==> config.mk <==
export PLATFORM = sky130hd
export DESIGN_NAME = uart_tx_queue
export DESIGN_NICKNAME = d
export VERILOG_FILES = /design/src/rtl/uart_tx_queue_pkg.sv /design/src/rtl/sync_fifo.sv /design/src/rtl/uart_tx_queue.sv
export SDC_FILE = /design/constraint.sdc
export NUM_CORES = 1
export LEC_CHECK = 0
export BUFFER_PORTS_ARGS = -buffer_cell sky130_fd_sc_hd__buf_2
export CAP_MARGIN = 10
export CORE_UTILIZATION = 65
export CTS_BUF_LIST = sky130_fd_sc_hd__clkbuf_8
export DETAILED_ROUTE_END_ITERATION = 8
export PLACE_DENSITY = 0.84
export SLEW_MARGIN = 20
export SYNTH_ARGS = -nofsm -noshare
export SYNTH_HDL_FRONTEND = slang
export SYNTH_SLANG_ARGS = --single-unit
==> constraint.sdc <==
create_clock -name clk -period 3.69 [get_ports clk]
set_clock_uncertainty 0.05 [all_clocks]
set_input_delay 0.369 -clock clk [delete_from_list [all_inputs] [get_ports clk]]
set_output_delay 0.369 -clock clk [all_outputs]
set_load 0.01 [all_outputs]
==> src/rtl/uart_tx_queue_pkg.sv <==
// -----------------------------------------------------------------------------
// uart_tx_queue_pkg
// Shared definitions for the UART transmit queue:
//   - FSM state encoding used by uart_tx_queue
//   - ptr_width(): pointer width derived from the queue depth, used by
//     sync_fifo and by the top-level count port
// -----------------------------------------------------------------------------
package uart_tx_queue_pkg;

    // Transmit FSM states
    localparam logic [1:0] ST_IDLE   = 2'd0;  // nothing in flight, txStart low
    localparam logic [1:0] ST_LOAD   = 2'd1;  // latching head entry onto txIn
    localparam logic [1:0] ST_ACTIVE = 2'd2;  // frame in flight, txStart high

    // Pointer width for a power-of-two depth; never narrower than one bit.
    function automatic int ptr_width(input int depth);
        return (depth > 1) ? $clog2(depth) : 1;
    endfunction

endpackage

==> src/rtl/sync_fifo.sv <==
// -----------------------------------------------------------------------------
// sync_fifo
// Circular-buffer byte store with registered occupancy flags.
//   clk, reset  : system clock, synchronous active-high reset
//   flush_i     : zero both pointers and the count
//   push_i      : write wr_data_i (ignored while full, flushing or in reset)
//   pop_i       : drop the head entry (ignored while empty, flushing or in reset)
//   wr_data_i   : entry to write
//   rd_data_o   : registered copy of the head entry, valid one edge after the
//                 head entry was written or the head pointer moved
//   count_o     : occupancy, full_o / empty_o : registered occupancy flags
// -----------------------------------------------------------------------------
module sync_fifo
    import uart_tx_queue_pkg::*;
#(
    parameter int DEPTH      = 16,
    parameter int DATA_WIDTH = 8
) (
    input  logic                      clk,
    input  logic                      reset,
    input  logic                      flush_i,
    input  logic                      push_i,
    input  logic                      pop_i,
    input  logic [DATA_WIDTH-1:0]     wr_data_i,
    output logic [DATA_WIDTH-1:0]     rd_data_o,
    output logic [ptr_width(DEPTH):0] count_o,
    output logic                      full_o,
    output logic                      empty_o
);

    localparam int PTR_W = ptr_width(DEPTH);
    localparam int CNT_W = PTR_W + 1;
    localparam logic [CNT_W-1:0] CNT_FULL = CNT_W'(DEPTH);

    logic [DATA_WIDTH-1:0] mem [DEPTH];
    logic [DATA_WIDTH-1:0] rd_data_q;
    logic [PTR_W-1:0]      wr_ptr_q, wr_ptr_d;
    logic [PTR_W-1:0]      rd_ptr_q, rd_ptr_d;
    logic [CNT_W-1:0]      count_q, count_d;
    logic                  full_q, empty_q;
    logic                  push_ok, pop_ok;

    assign push_ok = push_i & ~full_q  & ~flush_i & ~reset;
    assign pop_ok  = pop_i  & ~empty_q & ~flush_i & ~reset;

    // Pointers wrap naturally because DEPTH is a power of two.
    always_comb begin
        wr_ptr_d = wr_ptr_q + PTR_W'(push_ok);
        rd_ptr_d = rd_ptr_q + PTR_W'(pop_ok);
        count_d  = count_q + CNT_W'(push_ok) - CNT_W'(pop_ok);
        if (reset || flush_i) begin
            wr_ptr_d = '0;
            rd_ptr_d = '0;
            count_d  = '0;
        end
    end

    always_ff @(posedge clk) begin
        if (reset) begin
            wr_ptr_q <= '0;
            rd_ptr_q <= '0;
            count_q  <= '0;
            full_q   <= 1'b0;
            empty_q  <= 1'b1;
        end else begin
            wr_ptr_q <= wr_ptr_d;
            rd_ptr_q <= rd_ptr_d;
            count_q  <= count_d;
            full_q   <= (count_d == CNT_FULL);
            empty_q  <= (count_d == '0);
        end
    end

    // Storage with registered read addressed by the next head pointer, so the
    // new head is available one edge after a pop. When the slot being written
    // is the next head (queue empty or draining to one entry), the write data
    // is forwarded because the array read returns the old contents.
    always_ff @(posedge clk) begin
        if (push_ok) begin
            mem[wr_ptr_q] <= wr_data_i;
        end
        if (push_ok && (wr_ptr_q == rd_ptr_d)) begin
            rd_data_q <= wr_data_i;
        end else begin
            rd_data_q <= mem[rd_ptr_d];
        end
    end

    assign rd_data_o = rd_data_q;
    assign count_o   = count_q;
    assign full_o    = full_q;
    assign empty_o   = empty_q;

endmodule

==> src/rtl/uart_tx_queue.sv <==
// -----------------------------------------------------------------------------
// uart_tx_queue
// Byte queue in front of a Uart8 transmitter. Bytes pushed on wrEn are sent
// in order; consecutive bytes go out back-to-back with txStart held high.
//   clk, reset   : system clock, synchronous active-high reset
//   wrEn, wrData : push one byte per asserted cycle
//   flush        : discard everything queued and return to idle
//   full, empty, count : registered occupancy
//   overflow     : one-cycle pulse when a push hits a full queue
//   overflowErr  : sticky overflow flag, cleared only by reset
//   txStart, txIn: to Uart8; txBusy, txDone: from Uart8
// -----------------------------------------------------------------------------
module uart_tx_queue
    import uart_tx_queue_pkg::*;
#(
    parameter int DEPTH      = 16,
    parameter int DATA_WIDTH = 8
) (
    input  logic                      clk,
    input  logic                      reset,
    input  logic                      wrEn,
    input  logic [DATA_WIDTH-1:0]     wrData,
    input  logic                      flush,
    output logic                      full,
    output logic                      empty,
    output logic [ptr_width(DEPTH):0] count,
    output logic                      overflow,
    output logic                      overflowErr,
    output logic                      txStart,
    output logic [DATA_WIDTH-1:0]     txIn,
    input  logic                      txBusy,
    input  logic                      txDone
);

    logic [1:0]            state_q, state_d;
    logic                  txstart_q, txstart_d;
    logic [DATA_WIDTH-1:0] txin_q, txin_d;
    logic                  popped_q, popped_d;   // head was popped on the last edge
    logic                  txdone_prev_q;
    logic                  overflow_q, overflow_err_q;

    logic [DATA_WIDTH-1:0] head;
    logic                  fifo_full, fifo_empty;
    logic                  txdone_rise, pop_go, drop;

    assign txdone_rise = txDone & ~txdone_prev_q;
    // Only a frame this FSM started (ACTIVE, head not yet popped) may pop.
    assign pop_go = (state_q == ST_ACTIVE) & ~popped_q & txdone_rise & ~fifo_empty & ~flush;
    // Flush discards a coincident push silently.
    assign drop   = wrEn & fifo_full & ~flush;

    sync_fifo #(
        .DEPTH      (DEPTH),
        .DATA_WIDTH (DATA_WIDTH)
    ) u_fifo (
        .clk       (clk),
        .reset     (reset),
        .flush_i   (flush),
        .push_i    (wrEn),
        .pop_i     (pop_go),
        .wr_data_i (wrData),
        .rd_data_o (head),
        .count_o   (count),
        .full_o    (fifo_full),
        .empty_o   (fifo_empty)
    );

    always_comb begin
        state_d   = state_q;
        txstart_d = txstart_q;
        txin_d    = txin_q;
        popped_d  = pop_go;
        case (state_q)
            ST_IDLE: begin
                txstart_d = 1'b0;
                if (!fifo_empty && !txBusy) begin
                    state_d = ST_LOAD;
                end
            end
            ST_LOAD: begin
                txin_d    = head;
                txstart_d = 1'b1;
                state_d   = ST_ACTIVE;
            end
            ST_ACTIVE: begin
                // One edge after a pop: chain the next byte or fall idle.
                if (popped_q) begin
                    if (!fifo_empty) begin
                        txin_d = head;
                    end else begin
                        txstart_d = 1'b0;
                        state_d   = ST_IDLE;
                    end
                end
            end
            default: begin
                txstart_d = 1'b0;
                state_d   = ST_IDLE;
            end
        endcase
        if (flush) begin
            state_d   = ST_IDLE;
            txstart_d = 1'b0;
            popped_d  = 1'b0;
        end
    end

    always_ff @(posedge clk) begin
        if (reset) begin
            state_q        <= ST_IDLE;
            txstart_q      <= 1'b0;
            txin_q         <= '0;
            popped_q       <= 1'b0;
            txdone_prev_q  <= 1'b0;
            overflow_q     <= 1'b0;
            overflow_err_q <= 1'b0;
        end else begin
            state_q        <= state_d;
            txstart_q      <= txstart_d;
            txin_q         <= txin_d;
            popped_q       <= popped_d;
            txdone_prev_q  <= txDone;
            overflow_q     <= drop;
            overflow_err_q <= overflow_err_q | drop;
        end
    end

    assign full        = fifo_full;
    assign empty       = fifo_empty;
    assign overflow    = overflow_q;
    assign overflowErr = overflow_err_q;
    assign txStart     = txstart_q;
    assign txIn        = txin_q;

endmodule
[Word level (Yosys, flattened, before mapping)]
Memory sizes are Yosys's and may differ from the RTL's. A register that Yosys moved wholly into a read port is not among the register bits.
Cells that the tools add are included.
Word-level totals
  register bits after elaboration: 30
  memory bits (writable): 128
  bits of input ports: 14
  memories kept: 1
Memories
  u_fifo.mem: words 16, width 8, rd ports 1, clocked after Yosys merged registers in 1, wr ports 1, line sync_fifo.sv:35  | logic [DATA_WIDTH-1:0] mem [DEPTH];
Operators by class
  add/subtract/negate cells: 4
  equality and inequality tests: 7
  muxes and demuxes: 14
  bitwise operators: 20
  reduce and logical (&&, ||, !) cells: 12
Operators by type and width (count)
  $mux W8: 2
  $pmux W8 S2: 1
  $and A1 B1 Y1: 13
  $add A4 B1 Y4: 2
  $mux W2: 3
  $ne A2 B2 Y1 const B: 3
  $not A1 Y1: 6
  $pmux W2 S3: 1
  $reduce_and A3 Y1: 2
  $add A5 B1 Y5: 1
  $eq A5 B5 Y1 const B: 1
  $logic_not A5 Y1: 1
  $mux W5: 1
  $sub A5 B1 Y5: 1
  $mux W1: 4
  $mux W4: 1
  $reduce_or A2 Y1: 2
  $eq A2 B1 Y1 const B: 1
  $eq A2 B2 Y1 const B: 1
  $logic_not A1 Y1: 2
  $logic_not A2 Y1: 1
  $ne A2 B1 Y1 const B: 1
  $pmux W1 S2: 1
  $reduce_and A2 Y1: 1
  other kinds (4): 4

[Logic depth before layout (Yosys ltp)]
Gate-level depths: netlist (run 1).
  word-level depth: 11
  gate-level depth with buffers: 12
  mapped depth without buffers: 12

[Modules after synthesis]
A second synthesis (run 1) with hierarchy kept.
Second synthesis, totals
  cells, all modules: 363
  area, all modules: 6386.1 µm²
Modules (own cells, without submodules)
  sync_fifo: instances 1, cells each 302, area an instance 5751.8 µm²
  uart_tx_queue: instances 1, cells each 61, area an instance 634.4 µm²

[Worst setup path before layout (run 1)]
OpenSTA, ideal clock, no wires.
  path kind: input to register
  from: input flush
  to: register u_fifo.full_q, in the netlist u_fifo.full_o
  library setup time: 0.092 ns
  arrival: 2.398 ns
  path slack: 1.150 ns
  stages on the path: 10
  buffers on the path: 1
  cells stage by stage: or2_1 clkbuf_1 nor3b_2 ha_1 inv_1 fa_1 xnor2_1 nor4bb_1 mux2i_1 nor4_1
On the way
  word-level cells in the longest chain between the ends: 8
  elaborated cells between the ends (all ways): 12
RTL lines
  start: declaration: line uart_tx_queue.sv:23  | input logic flush,
  parallel branches: the longest is 6 deep, another holds $add A5 B1 Y5
  $mux W5 *: line sync_fifo.sv:51  | if (reset || flush_i) begin
  $eq A5 B5 Y1 *: line sync_fifo.sv:69  | full_q <= (count_d == CNT_FULL);
  end signal: assignment: line sync_fifo.sv:69
  end: declaration: line sync_fifo.sv:40  | logic full_q, empty_q;
Mark *: on every way between the ends.
A chain may end at the register's enable or synchronous reset.

[Final worst setup path (run 1)]
  from: register popped_q
  to: register u_fifo.full_q, in the netlist u_fifo.full_o
On the way
  word-level cells in the longest chain between the ends: 11
RTL lines
  start: declaration: line uart_tx_queue.sv:38  | logic popped_q, popped_d;
  start signal: assignment: line uart_tx_queue.sv:121  | popped_q <= popped_d;
  $not A1 Y1: line uart_tx_queue.sv:48  | assign pop_go = (state_q == ST_ACTIVE) & ~popped_q & txdone_rise & ~fifo_empty & ~flush;
  $and A1 B1 Y1 (4 in series): line uart_tx_queue.sv:48
  $and A1 B1 Y1 (3 in series): line sync_fifo.sv:44  | assign pop_ok = pop_i & ~empty_q & ~flush_i & ~reset;
  $sub A5 B1 Y5: line sync_fifo.sv:50  | count_d = count_q + CNT_W'(push_ok) - CNT_W'(pop_ok);
  $mux W5: line sync_fifo.sv:51
  $eq A5 B5 Y1: line sync_fifo.sv:69
No other way between the ends.

==> results of run 1 <==
-- flip-flops by register name, summed over array words and instances, names as in the netlist, 2 cells and up, named ones only --
| signal | flops |
|---|---|
| u_fifo.wr_ptr_q | 4 |
| u_fifo.count_o | 5 |
| u_fifo.mem | 128 |
| u_fifo.rd_ptr_q | 4 |
| txIn | 8 |
| state_q | 2 |
-- cells by family (layout without fill, tap and decap cells) --
kind of cell	after synthesis	count (layout)	synth area share (%)
muxes	49	49	15.2
buffers and inverters	22	85	1.81
and+or+nand+nor	74	74	6.00
AOI/OAI and AO/OA	21	21	2.48
xor gates and xnor gates	8	8	1.10
adders and majority gates	10	10	2.09
DFF	162	162	71.3
-- power groups by stage --
stage	logic, µW	clock network, µW	registers, µW
after floorplan	18.1	0	2010
after global placement	49.6	0	2010
after detailed placement	54.4	0	2010
after CTS	54.4	1190	1970
after global routing	59.0	1260	1970
final	54.3	1180	1970
-- metal layers --
metal	part of all wire [%]	routed length (µm)	vias to the layer above	GRT usage (%)
met2	51	5990	133	42.3
met4	2.0	229	0	13.3
met5	0	0	-	0
met3	6.4	751	21	5.27
met1	40	4700	1597	32.2
li1	-	-	1475	-
-- critical path, delay by kind of cell, from the launching register on --
kind                     cells  cell delay (ns)
flip-flops                   1             0.33
AND/OR/NAND/NOR              5             1.10
XOR/XNOR                     1             0.18
buffers and inverters        2             0.11
multiplexers                 1             0.15
adder cells (fa/ha/maj)      3             0.84
-- stage by stage --
stage	area, µm²	instances	setup slack [ns]	utilization [%]
floorplan	6340	346	1.15	-
global placement	6680	506	0.791	71.6
detailed placement	6680	506	0.600	71.6
CTS	7050	538	0.944	75.6
global route	7060	538	0.603	75.6
finish	7060	538	0.864	75.6
-- area by class of cell --
type                            instances  area (µm²)  share of cell area [%]
Tap cell                              129         161                    2.29
Clock inverter                         15         138                    1.95
Multi-Input combinational cell        162        1710                    24.2
Sequential cell                       162        4530                    64.1
Clock buffer                           17         234                    3.32
Timing Repair Buffer                   44         253                    3.58
Inverter                                9        33.8                   0.479
-- worst min path at each step --
stage	startpoint	depth (start not counted)	endpoint
2_1_floorplan	reset	1	txdone_prev_q$_SDFF_PP0_
3_3_place_gp	overflowErr$_SDFF_PP0_	1	overflowErr$_SDFF_PP0_
3_5_place_dp	overflowErr$_SDFF_PP0_	1	overflowErr$_SDFF_PP0_
4_1_cts	reset	2	txdone_prev_q$_SDFF_PP0_
5_1_grt	txBusy	3	state_q[0]$_SDFFE_PN0P_
6_report	txBusy	3	state_q[0]$_SDFFE_PN0P_
-- placed cells by master (no fill, tap or decap), types with 2 or more instances in the layout --
master,netlist,routed
edfxtp_1,128,128
nor2_1,33,33
dfxtp_1,34,33
buf_2,2,31
mux4_1,17,17
clkbuf_8,0,17
mux4_2,15,15
buf_4,0,13
nor3_1,11,10
inv_1,9,9
mux2i_1,9,9
ha_1,9,9
and2_1,8,8
mux2_2,8,8
a221o_1,7,7
a21oi_1,5,5
clkinv_4,0,5
xnor2_1,4,4
xor2_1,4,4
nand2b_1,3,3
nor2b_1,3,3
nand3_1,3,3
clkinv_2,0,3
clkinvlp_4,0,3
nand2_1,2,2
nand3b_1,2,2
nor4bb_1,2,2
o21ai_0,2,2
a21o_1,2,2
inv_8,0,2
==> flow_metrics.tcl, run 1 <==
set metrics [dict create \
    outcome "completed" \
    critPathMaxFanout 3 \
    crit_path_max_incr_delay_ns 0.39 \
    reg2regPathDepth 12 \
    pwr_density_cell_nw_per_um2 454 \
    cts_tree "done" \
    p_sw_uw 680 \
    slowest_stage "fa_1" \
    drv_cap 0 \
    relSlewSlack_pct 34.2 \
    synth-edff-count 128 \
    fmax_mhz 354 \
    comb_power_share_pct 1.7 \
    crit_chain "nor3_1, nand2_1, nor3_1, ha_1, inv_1, ha_1, inv_1, fa_1, xnor2_1, nor4bb_1, mux2i_1, nor4_1" \
    pin_count 32 \
    setup_viol 0 \
    yosysTopAreaCell "edfxtp_1" \
    post-route-period-util_pct 76.6 \
    drive_gt1_share_pct 24.7 \
    hold_viol 0 \
    routedWlPerCell_um 21.7 \
    synth_top_cells_by_area "edfxtp_1 (61%), dfxtp_1 (11%), mux4_1 (7.0%)" \
    ys_ff_latch 162 \
    clock-sinks 162 \
    hp-class "primary input to flip-flop" \
    synth_top_flop_cell "edfxtp_1" \
    antenna_found_initial 0 \
    arrival_ns 3.13 \
    worstSetupPathType "flip-flop to flip-flop" \
    tns_ns 0 \
    numCtsBuffers 17 \
    start_util_pct 68.0 \
    netSwitchingFraction_pct 21.2 \
    power_frac_seq_pct 61.6 \
    die_x_um 101 \
    period_needed_ns 2.83 \
    portBuffers 31 \
    die_height_um 101 \
    rr_startpoint "popped_q$_SDFF_PN0_" \
    grt_first_pass_wirelength_mm 17.6 \
    fp-row-count 35 \
    via_count 3226 \
    critical_path_required_ns 3.99 \
    nets 420 \
    core_um2 9330 \
    cts_setup_buffers 0 \
    avgSynthCellArea_um2 18.3 \
    synth_area_um2 6340 \
    synth_cell_type_count 41 \
    whs_ns 0.133 \
    async_reset_ff_share_pct 0 \
    grtUsageTotal_pct 25.5 \
    start_kind "flip-flop" \
    synth_warnings 0 \
    synth_top_area_share_pct 60.6 \
    fillerInstances 536 \
    cts-resized-gates 0 \
    clk-insertion-delay-late_ns 0.44 \
    postRouteAntennaNets 0 \
    synth_cells 346 \
    finalPower_uw 3200 \
    area_growth_pct 11.2 \
    clkSlewWorstSetupHoldPaths_ns 0.09 \
    clock_power_share_pct 36.7 \
    synth_most_common_cell "edfxtp_1" \
    end_kind "flip-flop" \
    dr.pass1.iters 4 \
    synth_nets 370 \
    internal_power_uw 2520 \
    hold_buffers 0 \
    drcViolationCount 0 \
    timing.rr.end "u_fifo.full_o$_SDFF_PP0_" \
    clk_path_buf_depth 2 \
    overflow 0 \
    grt_max_degree 33 \
    ir_drop_v 0.000286 \
    drv_slew 0 \
    num_antenna_cells 0 \
    ff2ff_setup_slack_ns 0.86 \
    crit_path_start "popped_q$_SDFF_PN0_" \
    htree_levels 4 \
    die-area_um2 10200 \
    seq_area_frac_synth_pct 71.3 \
    grt_pass1_vias 3287 \
    drtIter0Drc 185 \
    gp_congestion 0.850 \
    dp_hpwl_mm 7.74 \
    clock-root-buffer "clkbuf_8" \
    leakagePower_uw 0.00240 \
    wirelength_mm 11.7 \
    rsz0062_at_grt "false" \
    vias_per_cell 6.00 \
    crit_path_end "u_fifo.full_o$_SDFF_PP0_" \
    netlist_top_cells_count "edfxtp_1 (128), dfxtp_1 (34), nor2_1 (33)" \
    worstMarginPinSlew_ns 0.986 \
]
(Power assumes the default switching activity.)
==> run 2, diff against run 1 <==
CORE_UTILIZATION = 57   (was 65)
PLACE_DENSITY = 0.78   (was 0.84)
clock period = 2.3 ns   (was 3.69 ns; I/O delays follow)
==> flow_metrics.tcl, run 2 (synthesis results as in run 1) <==
set metrics [dict create \
    ff2ff_setup_slack_ns -0.35 \
    die-area_um2 11600 \
    hold_viol 1 \
    die_x_um 108 \
    final_common_cell "edfxtp_1" \
    portBuffers 31 \
    wirelength_mm 12.0 \
    tns_ns -0.793 \
    pin_count 32 \
    grt_first_pass_wirelength_mm 18.5 \
    cts_tree "done" \
    core_um2 10800 \
    nets 444 \
    crit_path_start "txdone_prev_q$_SDFF_PP0_" \
    critical_path_required_ns 2.61 \
    via_count 3315 \
    dp_hpwl_mm 7.80 \
    drtIter0Drc 227 \
    ir_drop_v 0.000476 \
    clkSlewWorstSetupHoldPaths_ns 0.08 \
    period_needed_ns 2.65 \
    layout_setup_ws_ns -0.353 \
    fmax_mhz 377 \
    drv_slew 0 \
    slowest_stage "fa_2" \
    layout_common_cells "edfxtp_1 (128), nor2_1 (33), buf_4 (33)" \
    hp-start "reset" \
    clock-root-buffer "clkbuf_8" \
    violations "hold timing, setup timing" \
    fp-row-count 38 \
    leakagePower_uw 0.00263 \
    num_antenna_cells 0 \
    vias_per_cell 5.79 \
    dr.pass1.iters 4 \
    htree_levels 4 \
    pwr_density_cell_nw_per_um2 752 \
    gp_congestion 0.800 \
    final_util_pct 68.7 \
    whs_ns -0.0935 \
    grtUsageTotal_pct 22.9 \
    drcViolationCount 0 \
    clk_path_buf_depth 2 \
    numCtsBuffers 17 \
    crit_path_max_incr_delay_ns 0.36 \
    start_kind "flip-flop" \
    rr_startpoint "txdone_prev_q$_SDFF_PP0_" \
    largest_reg_flops 128 \
    post-route-period-util_pct 115 \
    timing.critical_path.max_delay_family "adder cells" \
    arrival_ns 2.96 \
    overflow 0 \
    placedCellCount 534 \
    drive_gt1_share_pct 31.2 \
    hold_buffers 1 \
    hp-class "primary input to flip-flop" \
    outcome "finished with violations" \
    place_ws_ns -0.494 \
    worstMarginPinSlew_ns 0.731 \
    cpMostUsedCell "nor3_2" \
    relSlewSlack_pct 50.9 \
    antenna_found_initial 0 \
    die_height_um 108 \
    setup_viol 3 \
    place_area_um2 6870 \
    clock-sinks 162 \
    regMostFlops "u_fifo.mem" \
    grt_pass1_vias 3425 \
    fillerInstances 686 \
    crit_chain "nor3_2, nand2_1, nor3_2, ha_1, inv_1, ha_2, inv_2, fa_2, xnor2_2, nor4b_2, mux2i_1, o31ai_1" \
    routedWlPerCell_um 21.0 \
    rsz0062_at_grt "true" \
    start_util_pct 58.5 \
    drv_cap 0 \
    worstSetupPathType "flip-flop to flip-flop" \
    grt_max_degree 33 \
    critPathMaxFanout 3 \
    clk-insertion-delay-late_ns 0.45 \
    area_growth_pct 17.3 \
    postRouteAntennaNets 0 \
    fin_cells 573 \
    worst-path-buf-inv 2 \
    end_kind "flip-flop" \
    fin_area_um2 7440 \
]
run 2: cell count changes in the layout (fill, tap and decap cells not counted), sizes merged:
cell | before | now
dlygate4sd3 | 0 | 1
clkinvlp | 3 | 1
clkinv | 9 | 5
buf | 44 | 67
inv | 11 | 12
bufinv | 1 | 6
run 2: cell type report:
class / count / area (µm²) / share of cell area (%)
tap: 140 / 175 / 2.35
clock inverter: 15 / 223 / 2.99
sequential: 162 / 4530 / 60.8
multi-input combinational: 162 / 1780 / 23.9
timing repair buffer: 68 / 473 / 6.35
inverter: 9 / 33.8 / 0.454
clock buffer: 17 / 234 / 3.14
run 2: worst paths after layout:
check,depth (start not counted),end
max,12,u_fifo.empty_o$_SDFF_PP1_
min,2,txdone_prev_q$_SDFF_PP0_
max reg2reg,12,u_fifo.empty_o$_SDFF_PP1_
min reg2reg,1,overflowErr$_SDFF_PP0_
run 2: power breakdown:
part | switching [µW] | internal (µW)
Sequential | 4.01 | 3160
Combinational | 65.6 | 34.1
Clock | 959 | 1380
run 2: repair_timing:
item | CTS | global route
cloned | 0 | 0
setup endpoints to repair | 4 | 5
endpoints found under the hold margin | 2 | 1
setup buffers | 4 | 2
gates resized for setup | 4 | 11
pin swaps | 6 | 3
run 2: stage by stage:
stage,total power [µW],hold WS [ns]
detailed placement,3320,0.381
CTS,5630,-0.108
global route,5750,-0.121
finish,5600,-0.0935
global placement,3320,0.367
floorplan,3260,0.263
run 2: metal layers:
layer / wire, µm / track usage, % / up-vias / share of wire [%]
li1: - / - / 1517 / -
met1: 4980 / 29.2 / 1699 / 41
met2: 6230 / 37.9 / 79 / 52
met3: 553 / 5.51 / 20 / 4.6
met4: 257 / 9.59 / 0 / 2.1
met5: 0 / 0 / - / 0
==> run 3, diff against run 2 <==
RECOVER_POWER = 50   (was not set)
==> flow_metrics.tcl, run 3 (synthesis results as in run 1) <==
set metrics [dict create \
    outcome "finished with violations" \
    violations "hold timing, setup timing" \
    grt_max_degree 33 \
    final_util_pct 68.4 \
    whs_ns -0.0942 \
    via_count 3348 \
    finalPower_uw 5600 \
    leakagePower_uw 0.00257 \
    hp-class "primary input to flip-flop" \
    start_kind "flip-flop" \
    drive_gt1_share_pct 27.0 \
    die-area_um2 11600 \
    numCtsBuffers 17 \
    clock-root-buffer "clkbuf_8" \
    met3_usage_pct 5.51 \
    wirelength_mm 12.0 \
    start_util_pct 58.5 \
    antenna_found_initial 0 \
    end_kind "flip-flop" \
    fin_cells 573 \
    htree_levels 4 \
    worstMarginPinSlew_ns 0.789 \
    hold_buffers 1 \
    period_needed_ns 2.65 \
    drv_cap 0 \
    clock-sinks 162 \
    portBuffers 31 \
    num_antenna_cells 0 \
    dr.pass1.iters 5 \
    die_height_um 108 \
    arrival_ns 2.96 \
    rsz0062_at_grt "true" \
    gp_congestion 0.800 \
    pwr_density_cell_nw_per_um2 755 \
    drcViolationCount 0 \
    clk_path_buf_depth 2 \
    critPathMaxFanout 3 \
    layout_common_cells "edfxtp_1 (128), nor2_1 (33), dfxtp_1 (32)" \
    critical_path_required_ns 2.61 \
    core_um2 10800 \
    busiest_layer "met2" \
    placedCellCount 534 \
    drtIter0Drc 254 \
    ir_drop_v 0.000476 \
    nets 444 \
    area_growth_pct 16.8 \
    pin_count 32 \
    vias_per_cell 5.84 \
    worstSetupPathType "flip-flop to flip-flop" \
    postRouteAntennaNets 0 \
    hold_viol 1 \
    dp_hpwl_mm 7.80 \
    tns_ns -0.803 \
    cts_tree "done" \
    overflow 0 \
    fmax_mhz 377 \
    setup_viol 3 \
    grt.met1_usage_pct 29.2 \
    die_x_um 108 \
    largest_reg_flops 128 \
    post-route-period-util_pct 115 \
    regMostFlops "u_fifo.mem" \
    routedWlPerCell_um 21.0 \
    final_common_cell "edfxtp_1" \
    relSlewSlack_pct 47.0 \
    ff2ff_setup_slack_ns -0.35 \
    grt_pass1_vias 3425 \
    fillerInstances 698 \
    grtUsageTotal_pct 22.9 \
    layout_setup_ws_ns -0.354 \
    grt_first_pass_wirelength_mm 18.5 \
    fp-row-count 38 \
    clk-insertion-delay-late_ns 0.44 \
    clkSlewWorstSetupHoldPaths_ns 0.08 \
    drv_slew 0 \
    grtUsageMet2_pct 37.9 \
]
==> run 3: cell count changes in the layout (fill, tap and decap cells not counted) <==
cell / change
buf_2: -15
buf_4: -3
clkbuf_1: +18
==> run 3: area by class of cell <==
class	instances	area (µm²)	share of cell area, %
well taps	140	175	2.36
clock buffers	17	234	3.16
inverters	9	33.8	0.456
clock inverters	15	223	3.00
flip-flops and latches	162	4530	61.1
repair buffers	68	443	5.97
multi-input cells	162	1780	24.0
==> run 3: per-stage QoR <==
step	cell area [µm²]	setup WS [ns]	hold slack (ns)
final	7410	-0.354	-0.0942
after global routing	7410	-0.461	-0.122
after CTS	7380	-0.310	-0.108
after detailed placement	6870	-0.494	0.381
after global placement	6870	-0.246	0.367
after floorplan	6360	-0.0776	0.263
==> run 3: where the power goes <==
group / total (µW) / internal, µW / switching (µW)
sequential: 3160 / 3160 / 3.99
combinational: 96.9 / 30.8 / 66.2
clock: 2340 / 1380 / 960
==> run 3: what timing repair did <==
item,4_1_cts,5_1_grt
resized for setup,4,11
pin swaps,6,3
hold endpoints to repair,2,1
setup buffers,4,2
endpoints found under the setup margin,4,5
==> run 3: final timing paths <==
path                                          startpoint                         to  cells after the start
worst max register to register  txdone_prev_q$_SDFF_PP0_  u_fifo.empty_o$_SDFF_PP1_                     12
worst min register to register    overflowErr$_SDFF_PP0_     overflowErr$_SDFF_PP0_                      1
worst min-delay path                               reset   txdone_prev_q$_SDFF_PP0_                      2
worst max-delay path            txdone_prev_q$_SDFF_PP0_  u_fifo.empty_o$_SDFF_PP1_                     12
==> run 3: critical path, cell delays in order, from the launching register on <==
cell     delay (ns)
dfxtp_2        0.32
nor3_2         0.15
nand2_1        0.11
nor3_2         0.15
ha_1           0.26
inv_1          0.06
ha_2           0.18
inv_2          0.04
fa_2           0.36
xnor2_2        0.19
nor4b_2        0.27
mux2i_1        0.14
o31ai_1        0.26
==> run 3: layer usage <==
layer | wire [µm] | vias to the layer above
li1 | - | 1521
met2 | 6140 | 91
met4 | 296 | 0
met3 | 468 | 24
met5 | 0 | -
met1 | 5140 | 1712
